--- src/rtl/bit_stream_serializer.sv ---
`default_nettype none
// ============================================================================
//  Module      : bit_stream_serializer
//  Description : Parallel-in, serial-out stage feeding the serial sequence
//                detector. Accepts WIDTH-bit words over a valid/ready
//                handshake and emits one bit per clock on serial_out.
//                Optional macro SERIALIZER_PREFETCH_EN adds a one-word hold
//                register so that back-to-back words are sent without a gap.
//  Ports       : clock        - system clock, rising edge
//                reset        - asynchronous, active-high reset
//                data_in      - parallel word to serialize
//                data_valid   - data_in is valid
//                data_ready   - serializer can accept a word this cycle
//                serial_out   - serial bit stream (to detector sequence_in)
//                serial_valid - serial_out carries a payload bit
//                busy         - shift in progress
//                word_done    - pulse while last bit of a word is on serial_out
//  Revision    : 1.0 - initial release
// ============================================================================
module bit_stream_serializer #(
    parameter int WIDTH     = 8,
    parameter bit MSB_FIRST = 1'b1
) (
    input  logic             clock,
    input  logic             reset,
    input  logic [WIDTH-1:0] data_in,
    input  logic             data_valid,
    output logic             data_ready,
    output logic             serial_out,
    output logic             serial_valid,
    output logic             busy,
    output logic             word_done
);

    localparam int              c_CNT_W    = (WIDTH > 1) ? $clog2(WIDTH) : 1;
    localparam logic [c_CNT_W-1:0] c_CNT_LAST = c_CNT_W'(WIDTH - 1);

    typedef enum logic [0:0] {
        S_IDLE  = 1'b0,
        S_SHIFT = 1'b1
    } state_t;

    state_t             state_q, state_d;
    logic [WIDTH-1:0]   shift_q, shift_d;
    logic [c_CNT_W-1:0] cnt_q, cnt_d;
    // Low during reset and until the first edge after release, so that
    // data_ready stays decoded from registers only.
    logic               ready_en_q;

    logic               w_accept;
    logic               w_last_bit;
    logic [WIDTH-1:0]   w_shifted;

`ifdef SERIALIZER_PREFETCH_EN
    logic [WIDTH-1:0]   hold_q, hold_d;
    logic               hold_full_q, hold_full_d;
`endif

    assign w_accept   = data_valid && data_ready;
    assign w_last_bit = (state_q == S_SHIFT) && (cnt_q == '0);
    // Zero fill keeps the register clean once a word has drained.
    assign w_shifted  = MSB_FIRST ? (shift_q << 1) : (shift_q >> 1);

    // ------------------------------------------------------------------
    // State register
    // ------------------------------------------------------------------
    always_ff @(posedge clock or posedge reset) begin
        if (reset) begin
            state_q    <= S_IDLE;
            shift_q    <= '0;
            cnt_q      <= '0;
            ready_en_q <= 1'b0;
        end else begin
            state_q    <= state_d;
            shift_q    <= shift_d;
            cnt_q      <= cnt_d;
            ready_en_q <= 1'b1;
        end
    end

`ifdef SERIALIZER_PREFETCH_EN
    always_ff @(posedge clock or posedge reset) begin
        if (reset) begin
            hold_q      <= '0;
            hold_full_q <= 1'b0;
        end else begin
            hold_q      <= hold_d;
            hold_full_q <= hold_full_d;
        end
    end
`endif

    // ------------------------------------------------------------------
    // Next-state logic
    // ------------------------------------------------------------------
    always_comb begin
        state_d = state_q;
        shift_d = shift_q;
        cnt_d   = cnt_q;
`ifdef SERIALIZER_PREFETCH_EN
        hold_d      = hold_q;
        hold_full_d = hold_full_q;
`endif
        case (state_q)
            S_IDLE: begin
                if (w_accept) begin
                    shift_d = data_in;
                    cnt_d   = c_CNT_LAST;
                    state_d = S_SHIFT;
                end
            end
            S_SHIFT: begin
                shift_d = w_shifted;
                cnt_d   = cnt_q - c_CNT_W'(1);
                if (w_last_bit) begin
                    state_d = S_IDLE;
                    cnt_d   = '0;
`ifdef SERIALIZER_PREFETCH_EN
                    // A held word takes priority; data_ready is low while
                    // the hold register is full, so both cannot happen.
                    if (hold_full_q) begin
                        shift_d     = hold_q;
                        cnt_d       = c_CNT_LAST;
                        state_d     = S_SHIFT;
                        hold_full_d = 1'b0;
                    end else if (w_accept) begin
                        shift_d = data_in;
                        cnt_d   = c_CNT_LAST;
                        state_d = S_SHIFT;
                    end
`endif
                end
`ifdef SERIALIZER_PREFETCH_EN
                else if (w_accept) begin
                    hold_d      = data_in;
                    hold_full_d = 1'b1;
                end
`endif
            end
            default: begin
                state_d = S_IDLE;
            end
        endcase
    end

    // ------------------------------------------------------------------
    // Outputs, decoded from registers only
    // ------------------------------------------------------------------
    always_comb begin
        busy         = (state_q == S_SHIFT);
        serial_valid = (state_q == S_SHIFT);
        serial_out   = (state_q == S_SHIFT) &&
                       (MSB_FIRST ? shift_q[WIDTH-1] : shift_q[0]);
        word_done    = w_last_bit;
`ifdef SERIALIZER_PREFETCH_EN
        data_ready   = ready_en_q && !hold_full_q;
`else
        data_ready   = ready_en_q && (state_q == S_IDLE);
`endif
    end

endmodule
`default_nettype wire

--- config.mk ---
export PLATFORM = sky130hd
export DESIGN_NAME = bit_stream_serializer
export DESIGN_NICKNAME = d
export VERILOG_FILES = /design/src/rtl/bit_stream_serializer.sv
export SDC_FILE = /design/constraint.sdc
export NUM_CORES = 1
export LEC_CHECK = 0
export CAP_MARGIN = 5
export CORE_MARGIN = 3
export CORE_UTILIZATION = 52
export DETAILED_ROUTE_END_ITERATION = 6
export PLACE_DENSITY_LB_ADDON = 0.1
export SYNTH_ARGS = -nofsm -noshare
export SYNTH_HDL_FRONTEND = slang
export SYNTH_SLANG_ARGS = --single-unit
--- constraint.sdc ---
create_clock -name clock -period 2.24 [get_ports clock]
set_clock_uncertainty 0.15 [all_clocks]
set_input_delay 0.448 -clock clock [delete_from_list [all_inputs] [get_ports clock]]
set_output_delay 0.448 -clock clock [all_outputs]
set_load 0.01 [all_outputs]
* Word level (Yosys, flattened, before mapping) *
Index checks and enable logic that the tools add are counted.

word-level totals
  logic and storage cells = 20
  register bits after elaboration = 13
  input port bits = 11
  output and inout bits = 5

cells by class
  bitwise operators = 1
  equality and inequality tests = 1
  multiplexer cells = 8
  $add $sub $neg = 1
  reduce and logical (&&, ||, !) cells = 5

operators by type and width
  cell                 count
  $pmux 8 s2           1
  $mux 8               1
  $mux 3               2
  $pmux 3 s2           1
  $logic_and 1x1->1    4
  $logic_not 3->1      1
  $sub 3x1->3 const B  1
  $mux 1               2
  $ne 2x2->1 const B   1
  $pmux 1 s2           1
  $not 1->1            1

* Depth between registers and ports, before layout *
Gate-level depths: netlist (run 1).

  depth after elaboration = 5
  mapped depth = 5
  depth with buffers taken out = 5

* Worst setup path before layout (run 1) *
No wires, ideal clock.

  path kind = flip-flop to output port
  start = register cnt_q[0]
  end = output word_done
  arrival = 0.929 ns
  stages on the path, launching flop included = 5
  slack = 0.713 ns
  required time = 1.642 ns
  cell sequence = dfrtp_1 inv_1 ha_1 ha_1 and2_1

between the ends
  longest elaborated chain between the ends = 2

RTL lines
  element                   RTL line  source
  start: declaration        45        logic [c_CNT_W-1:0] cnt_q, cnt_d;
  start signal: assignment  76        cnt_q <= cnt_d;
  $logic_not 3->1           60        assign w_last_bit = (state_q == S_SHIFT) && (cnt_q == '0);
  $logic_and 1x1->1         60
  end: declaration          32        output logic word_done

No other way between the ends.

* Final worst setup path (run 1) *
Same ends and word-level chain as after synthesis.

==> results.md, run 1 <==
* outcome: complete, no violations
* count of clock tree sinks: 13
* clock power share: 13.6%
* library cell with the highest instance count after synthesis: dfrtp_1
* Least-Margin Pin Slew: 511 ps
* via count of the first global-routing pass: 554
* count of state elements after synthesis: 13
* Die Height: 44.4 um
* required time worst endpoint: 1640 ps
* starting density of the core: 56.8%
* placeable core area: 0.00135 mm^2
* sequential group share of total power: 36.9%
* number of cells produced by synthesis: 70
* count of cell types in the netlist: 20
* critical path peak fanout: 2
* startpoint types: flop
* main area contributors after synthesis: dfrtp_1 42%, o311ai_2 15%, nand4b_1 8.0%, buf_6 5.9%, inv_1 5.4%
* Max VDD drop: 0.000699 V
* total half-perimeter wirelength after legalization and detailed placement: 956 um
* GRT Residual Overflow: 0
* diodes inserted: 0
* post-synthesis instance area: 767 um^2
* total number of placement rows: 13
* power per cell area: 1100 mW/mm^2
* clock period minus final worst setup slack: 2040 ps
* Clock Tree Root: clkbuf_4
* internal power consumption: 0.673 mW
* final wirelength: 1340 um
* global router's overall resource usage: 16.7%
* htree depth: 1
* most frequently used flop master after synthesis: dfrtp_1
* Max Root-Sink Buffers: 2
* number of enable flip-flop cells after synthesis: 0
* via count of the routed design: 564
* pin count of the biggest net entering global routing: 16
* number of antenna violations at the first check in global routing: 0
* Crit Path Class: reg2out
* DR DRC count: 0
* via count normalized by instance count: 5.42
* unrepaired setup endpoints after global routing: false
* switching power summed over all nets: 0.372 mW
* NumNets Final: 103
* Slew Viols, Final: 0
* fraction of synthesized cell area taken by the top area cell type: 42.4%
* CP startpoint: cnt_q[0]
* Maximum Capacitance Violations: 0
* Port Buf Inserts: 15
* fraction of layout cells with a size suffix above 1: 24.7%
* clock-pin slew on the worst setup and hold paths: 80 ps
* Area Growth Syn to Fin: 23.7%
* TNS Setup: 0 ps
* r2r startpoint: cnt_q[0]
* largest area contributor in the netlist: dfrtp_1
* path category of the worst min-delay check: in2async
* clock tree from TritonCTS: yes
* number of DRC markers after the initial detailed-route iteration: 16
* routability-driven placement congestion ratio: 0.733
* detailed-routing iteration count for the pre-antenna-repair pass: 4
* post-route antenna net violation count: 0
* top cells by instance count after synthesis: 13 x dfrtp_1, 11 x inv_1, 8 x nand2_1
* reported leakage power: 0.407 nW
* wire length of the first global-routing pass: 2370 um
* die area: 0.00197 mm^2
* clk_lat worst skew: 260 ps
* Period Utilization, post-route: 91.2%
* hold violation total from the final report: 0
* endpoint class of the critical path: output pin
* final standard cell utilization of the core: 70.3%
* top-level I/O count: 16
* Avg WL per Cell: 12.8 um
* Async S/R FF share, synth: 100%
* Max-Slew Margin vs Limit: 65.9%
* synth warn: 0
* WP data arrival: 1440 ps
* switching share of total power: 35.6%
* number of nets produced by synthesis: 83
* total setup violations reported at the end of the flow: 0
* Inserted Clock Buffers: 3
* portion of the post-synthesis area used by sequential elements: 42.4%
* combinational group share of total power: 49.5%
* Achievable Freq: 0.490 GHz
* x dimension of the die: 44.4 um
* Syn Area/Cell: 11.0 um^2
## layer usage
metal,global-route usage (%),part of all wire [%]
met5,0,0
met2,27.0,47
met3,3.66,4.9
met4,5.42,0.90
met1,22.1,47
## cells in the final DEF, fill, tap and decap left out, types with 2 or more instances in the layout
cell / count
o311ai_2: 7
buf_4: 6
dfrtp_1: 13
nand2_1: 8
clkdlybuf4s50_1: 14
inv_1: 11
clkbuf_4: 3
nand4b_1: 7
and2_1: 2
ha_1: 2
a21oi_2: 3
o22ai_1: 3
## power groups by stage
| stage | registers (mW) | logic [mW] | clock network [mW] |
|---|---|---|---|
| finish | 0.385 | 0.517 | 0.143 |
| CTS | 0.387 | 0.522 | 0.151 |
| detailed placement | 0.395 | 0.507 | 0 |
| floorplan | 0.384 | 0.400 | 0 |
| global route | 0.404 | 0.574 | 0.162 |
| global placement | 0.389 | 0.499 | 0 |
## cell type report
| cell class | count | area, um^2 |
|---|---|---|
| timing repair buffer | 21 | 194 |
| tap | 15 | 18.8 |
| inverter | 11 | 41.3 |
| clock buffer | 4 | 26.3 |
| sequential | 13 | 325 |
| fill | 104 | 402 |
| multi-input combinational | 40 | 343 |
## critical path: stages, from the launching register on
cell and delay (ps):
dfrtp_1 350, inv_1 50, ha_1 190, ha_1 180, and2_1 140, dlygate4sd2_1 270
## worst paths after layout
path	endpoint	slack [ps]	cells after the start
setup / recovery	word_done	200	5
hold / removal	cnt_q[2]	360	2
setup reg to reg	cnt_q[0]	890	5
hold reg to reg	shift_q[1]	360	2
max in group asynchronous	busy	1240	2
min in group clock	shift_q[1]	360	2
## timing repair
action	4_1_cts	5_1_grt
resized for setup	1	0
hold buffers	0	0
endpoints found under the setup margin	1	0
buffers inserted	1	0
## flip-flops by register name, summed over array words and instances (netlist names)
name,flops
ready_en_q,1
shift_q,8
busy,1
cnt_q,3
## cell families after synthesis
group / synth area share [%]
AOI/OAI and AO/OA: 23.3
DFF: 42.4
adders and majority gates: 3.26
other: 0.489
buffers and inverters: 12.9
and+or+nand+nor: 17.6
## stage by stage
| step | cells | hold WS [ps] | power [mW] | setup WS [ps] | instance area (um^2) |
|---|---|---|---|---|---|
| detailed placement | 99 | 342 | 0.902 | 246 | 916 |
| floorplan | 70 | 175 | 0.785 | 713 | 767 |
| CTS | 104 | 363 | 1.06 | 181 | 948 |
| global route | 104 | 390 | 1.14 | 88.7 | 948 |
| finish | 104 | 360 | 1.05 | 197 | 948 |
| global placement | 99 | 331 | 0.887 | 271 | 916 |
Power figures use the tool's default switching activity.
==> run 2, diff against run 1 <==
Settings changed: CORE_UTILIZATION 52 to 48, GPL_ROUTABILITY_DRIVEN set to 0, SLEW_MARGIN set to 20.
Clock period 2.24 ns to 2.3 ns, I/O delays scaled along.
==> run 2 against run 1 <==
Compared with the run above: via count rose by 3.0%; wire length increased by 7.9%; first-iteration DRC count is 81% lower; register-to-register slack better by 50 ps; global-route usage grew 1.5 points; clock-buffer cell count unchanged; cell count increased by 0.96%; critical path depth shrank 3; worst hold slack lost 13 ps; worst setup slack improved by 22 ps; critical path type unchanged; largest cell class unchanged.
==> results.md, run 2 (synthesis results as in run 1) <==
* outcome: complete, no violations
* number of antenna violations at the first check in global routing: 0
* required time worst endpoint: 1690 ps
* x dimension of the die: 46.0 um
* Fillers: 119
* Least-Margin Pin Slew: 500 ps
* path category of the worst min-delay check: in2async
* die area: 0.00211 mm^2
* Area Growth Syn to Fin: 25.1%
* WP data arrival: 1470 ps
* number of DRC markers after the initial detailed-route iteration: 3
* r2r startpoint: cnt_q[0]
* endpoint of the worst-slack reg-to-reg timing path: cnt_q[0]
* starting density of the core: 54.8%
* post-route antenna net violation count: 0
* total setup violations reported at the end of the flow: 0
* via count of the first global-routing pass: 577
* post-route cell area: 960 um^2
* detailed-routing iteration count for the pre-antenna-repair pass: 4
* Port Buf Inserts: 15
* Slew Viols, Final: 0
* unrepaired setup endpoints after global routing: false
* via count normalized by instance count: 5.53
* largest register by flop count: shift_q
* clock tree from TritonCTS: yes
* GRT Residual Overflow: 0
* power per cell area: 1090 mW/mm^2
* count of clock tree sinks: 13
* count of placed standard cells including taps: 99
* Die Height: 46.0 um
* total number of placement rows: 13
* internal power consumption: 0.670 mW
* NumNets Final: 104
* Period Utilization, post-route: 90.5%
* Crit Path Class: reg2out
* diodes inserted: 0
* critical path peak fanout: 9
* number of cell instances on the worst register-to-register path: 5
* minimum hold slack: 347 ps
* Maximum Capacitance Violations: 0
* startpoint types: flop
* Inserted Clock Buffers: 3
* non-filler instance count after layout: 105
* clock power share: 13.8%
* switching power summed over all nets: 0.378 mW
* post-placement cell area: 916 um^2
* switching share of total power: 36.0%
* commonest cells after routing, fill and taps aside: 14 x clkdlybuf4s50_1, 13 x dfrtp_1, 11 x inv_1
* Avg WL per Cell: 13.7 um
* htree depth: 1
* registers with the most flip-flops: shift_q x8, cnt_q x3
* DR DRC count: 0
* placeable core area: 0.00140 mm^2
* sequential group share of total power: 36.4%
* critical path endpoint: serial_out
* global router's overall resource usage: 18.2%
* most frequent standard cell in the layout excluding fill and tap cells: clkdlybuf4s50_1
* TNS Setup: 0 ps
* clock-pin slew on the worst setup and hold paths: 80 ps
* pin count of the biggest net entering global routing: 15
* Achievable Freq: 0.480 GHz
* via count of the routed design: 581
* R2R Setup Slk: 940 ps
* clk_lat worst skew: 280 ps
* CP startpoint: busy
* combinational group share of total power: 49.8%
* clock period minus final worst setup slack: 2080 ps
* wire length of the first global-routing pass: 2580 um
* Max-Slew Margin vs Limit: 66.6%
* CTS hold repair buffers: 0
* hold violation total from the final report: 0
* endpoint class of the critical path: output pin
* Clock Tree Root: clkbuf_4
* total half-perimeter wirelength after legalization and detailed placement: 1040 um
* fraction of layout cells with a size suffix above 1: 25.6%
* top-level I/O count: 16
* Max VDD drop: 0.000604 V
* number of flip-flops under the largest register name: 8
* Max Root-Sink Buffers: 2
* final wirelength: 1440 um
* reported leakage power: 0.425 nW
## run 2: cell types whose count changed in the layout (fill, tap and decap cells not counted)
cell / previous run / this run
buf_4: 6 / 7
dlygate4sd2_1: 1 / 0
dlymetal6s2s_1: 0 / 1
## run 2: critical path, cell delays in order, from the launching register on
cell	delay (ps)
dfrtp_1	500
and2_1	170
clkdlybuf4s50_1	530
## run 2: power by group through the flow
stage               Clock (mW)  Combinational [mW]  Sequential [mW]
floorplan                    0               0.390            0.374
global placement             0               0.480            0.384
detailed placement           0               0.498            0.391
CTS                      0.154               0.531            0.381
global route             0.160               0.591            0.400
finish                   0.144               0.522            0.382
## run 2: what timing repair did
item / in CTS / in global routing
endpoints found under the setup margin: 1 / 1
setup buffers: 2 / 0
resized for setup: 0 / 1
## run 2: metrics by stage
stage                     total power, mW  worst slack [ps]  util (%)
final                                1.05               219      68.6
after global routing                 1.15               150      68.6
after CTS                            1.07              6.57      68.4
after detailed placement            0.890               271      65.5
after global placement              0.865               315      65.5
after floorplan                     0.764               761         -
## run 2: metal layers
metal  global-route usage (%)  part of all wire [%]
met5                        0                     0
met4                     11.4                   2.6
met3                     5.14                   6.1
met2                     28.3                    49
met1                     21.7                    42
## run 2: worst min-delay path by stage
stage | startpoint | end | depth (start not counted)
after floorplan | reset | busy | 1
after global placement | shift_q[0] | shift_q[1] | 2
after detailed placement | shift_q[0] | shift_q[1] | 2
after CTS | reset | ready_en_q | 2
after global routing | reset | shift_q[1] | 2
final | reset | shift_q[2] | 2
## run 2: cell type report
| type | count | area, um^2 | share of cell area, % |
|---|---|---|---|
| inverter | 11 | 41.3 | 4.30 |
| clock buffer | 4 | 26.3 | 2.74 |
| timing repair buffer | 22 | 205 | 21.4 |
| multi-input combinational | 40 | 343 | 35.7 |
| sequential | 13 | 325 | 33.9 |
| tap | 15 | 18.8 | 1.96 |
==> run 3, diff against run 2 <==
Settings changed: CORE_MARGIN 3 to 2.
==> run 3 against run 2 <==
Compared with the run above: worst setup slack got worse by 14 ps; combinational power decreased by 5.9%; sequential share of layout area increased by 0.91 points; flip-flop and latch count unchanged; worst hold slack got worse by 1.7 ps; clock power decreased by 3%; maximum frequency decreased by 0.66%; critical path type unchanged.
==> results.md, run 3 (synthesis results as in run 1) <==
* clock-pin slew on the worst setup and hold paths: 80 ps
* top-level I/O count: 16
* number of cell instances on the worst register-to-register path: 5
* WP data arrival: 1480 ps
* Crit Path Class: reg2out
* detailed-routing iteration count for the pre-antenna-repair pass: 4
* post-route antenna net violation count: 0
* Inserted Clock Buffers: 3
* commonest cells after routing, fill and taps aside: 14 x clkdlybuf4s50_1, 13 x dfrtp_1, 11 x inv_1
* minimum hold slack: 345 ps
* x dimension of the die: 44.0 um
* startpoint types: flop
* number of instances on the worst hold path: 2
* total of cells resized after clock tree synthesis: 1
* Area Growth Syn to Fin: 21.9%
* Slew Viols, Final: 0
* NumNets Final: 101
* final standard cell utilization of the core: 62.0%
* number of antenna violations at the first check in global routing: 0
* Max VDD drop: 0.000559 V
* critical path peak fanout: 3
* buffers inserted by post-CTS timing repair: 0
* endpoint class of the critical path: output pin
* Max Root-Sink Buffers: 2
* via count of the routed design: 559
* hold violation total from the final report: 0
* DR DRC count: 0
* starting density of the core: 50.9%
* non-filler instance count after layout: 103
* required time worst endpoint: 1690 ps
* total setup violations reported at the end of the flow: 0
* Achievable Freq: 0.477 GHz
* htree depth: 1
* TNS Setup: 0 ps
* path category of the worst min-delay check: reg2reg
* unrepaired setup endpoints after global routing: false
* Maximum Capacitance Violations: 0
* outcome: complete, no violations
* total number of placement rows: 14
* Avg WL per Cell: 13.6 um
* Fillers: 138
* Period Utilization, post-route: 91.1%
* count of clock tree sinks: 13
* registers with the most flip-flops: shift_q x8, cnt_q x3
* reported leakage power: 0.397 nW
* largest register by flop count: shift_q
* pin count of the biggest net entering global routing: 16
* Clock Tree Root: clkbuf_4
* wire length of the first global-routing pass: 2470 um
* final wirelength: 1400 um
* flip-flop and latch area: 325 um^2
* total half-perimeter wirelength after legalization and detailed placement: 1040 um
* area of the multi-input gates: 343 um^2
* GRT Residual Overflow: 0
* power per cell area: 1080 mW/mm^2
* clock period minus final worst setup slack: 2090 ps
* clk_lat worst skew: 270 ps
* count of placed standard cells including taps: 99
* Port Buf Inserts: 15
* via count normalized by instance count: 5.43
* Die Height: 44.0 um
* clock tree from TritonCTS: yes
* PnR Total Power: 1.01 mW
* placeable core area: 0.00151 mm^2
* number of flip-flops under the largest register name: 8
* via count of the first global-routing pass: 570
* most frequent standard cell in the layout excluding fill and tap cells: clkdlybuf4s50_1
* CTS hold repair buffers: 0
* fraction of layout cells with a size suffix above 1: 23.0%
* die area: 0.00193 mm^2
* diodes inserted: 0
* global router's overall resource usage: 17.7%
* number of DRC markers after the initial detailed-route iteration: 13
run 3: final timing paths:
check                      startpoint    endpoint  slack [ps]
setup / recovery             cnt_q[0]   word_done         210
hold / removal             shift_q[0]  shift_q[1]         350
setup reg to reg             cnt_q[0]    cnt_q[0]         900
hold reg to reg            shift_q[0]  shift_q[1]         350
max in group asynchronous       reset    cnt_q[0]        1310
min in group asynchronous       reset  shift_q[0]         360
run 3: critical path, cell delays in order (launching register included):
cell and delay (ps):
dfrtp_1 380, inv_1 50, ha_1 190, ha_1 180
and2_1 140, dlygate4sd2_1 270
run 3: power breakdown:
part	switching, mW	internal [mW]	leakage [nW]	total [mW]
clock	0.0717	0.0671	0.0150	0.139
sequential	0.0601	0.320	0.163	0.380
combinational	0.234	0.256	0.219	0.491
total	0.366	0.643	0.397	1.01
run 3: routing by layer:
| metal | track usage (%) | wire, um |
|---|---|---|
| met1 | 22.1 | 639 |
| met2 | 29.4 | 689 |
| met3 | 2.50 | 55 |
| met4 | 9.09 | 18 |
| met5 | 0 | 0 |
run 3: final cells by class:
class,count,area share [%]
inverters,11,4.42
well taps,16,2.14
clock buffers,4,2.81
flip-flops and latches,13,34.8
multi-input cells,40,36.7
repair buffers,19,19.1
run 3: per-stage QoR:
stage	area (um^2)	setup WS, ps
4_1_cts	935	190
2_1_floorplan	767	761
5_1_grt	935	118
6_report	935	205
3_3_place_gp	910	318
3_5_place_dp	910	301
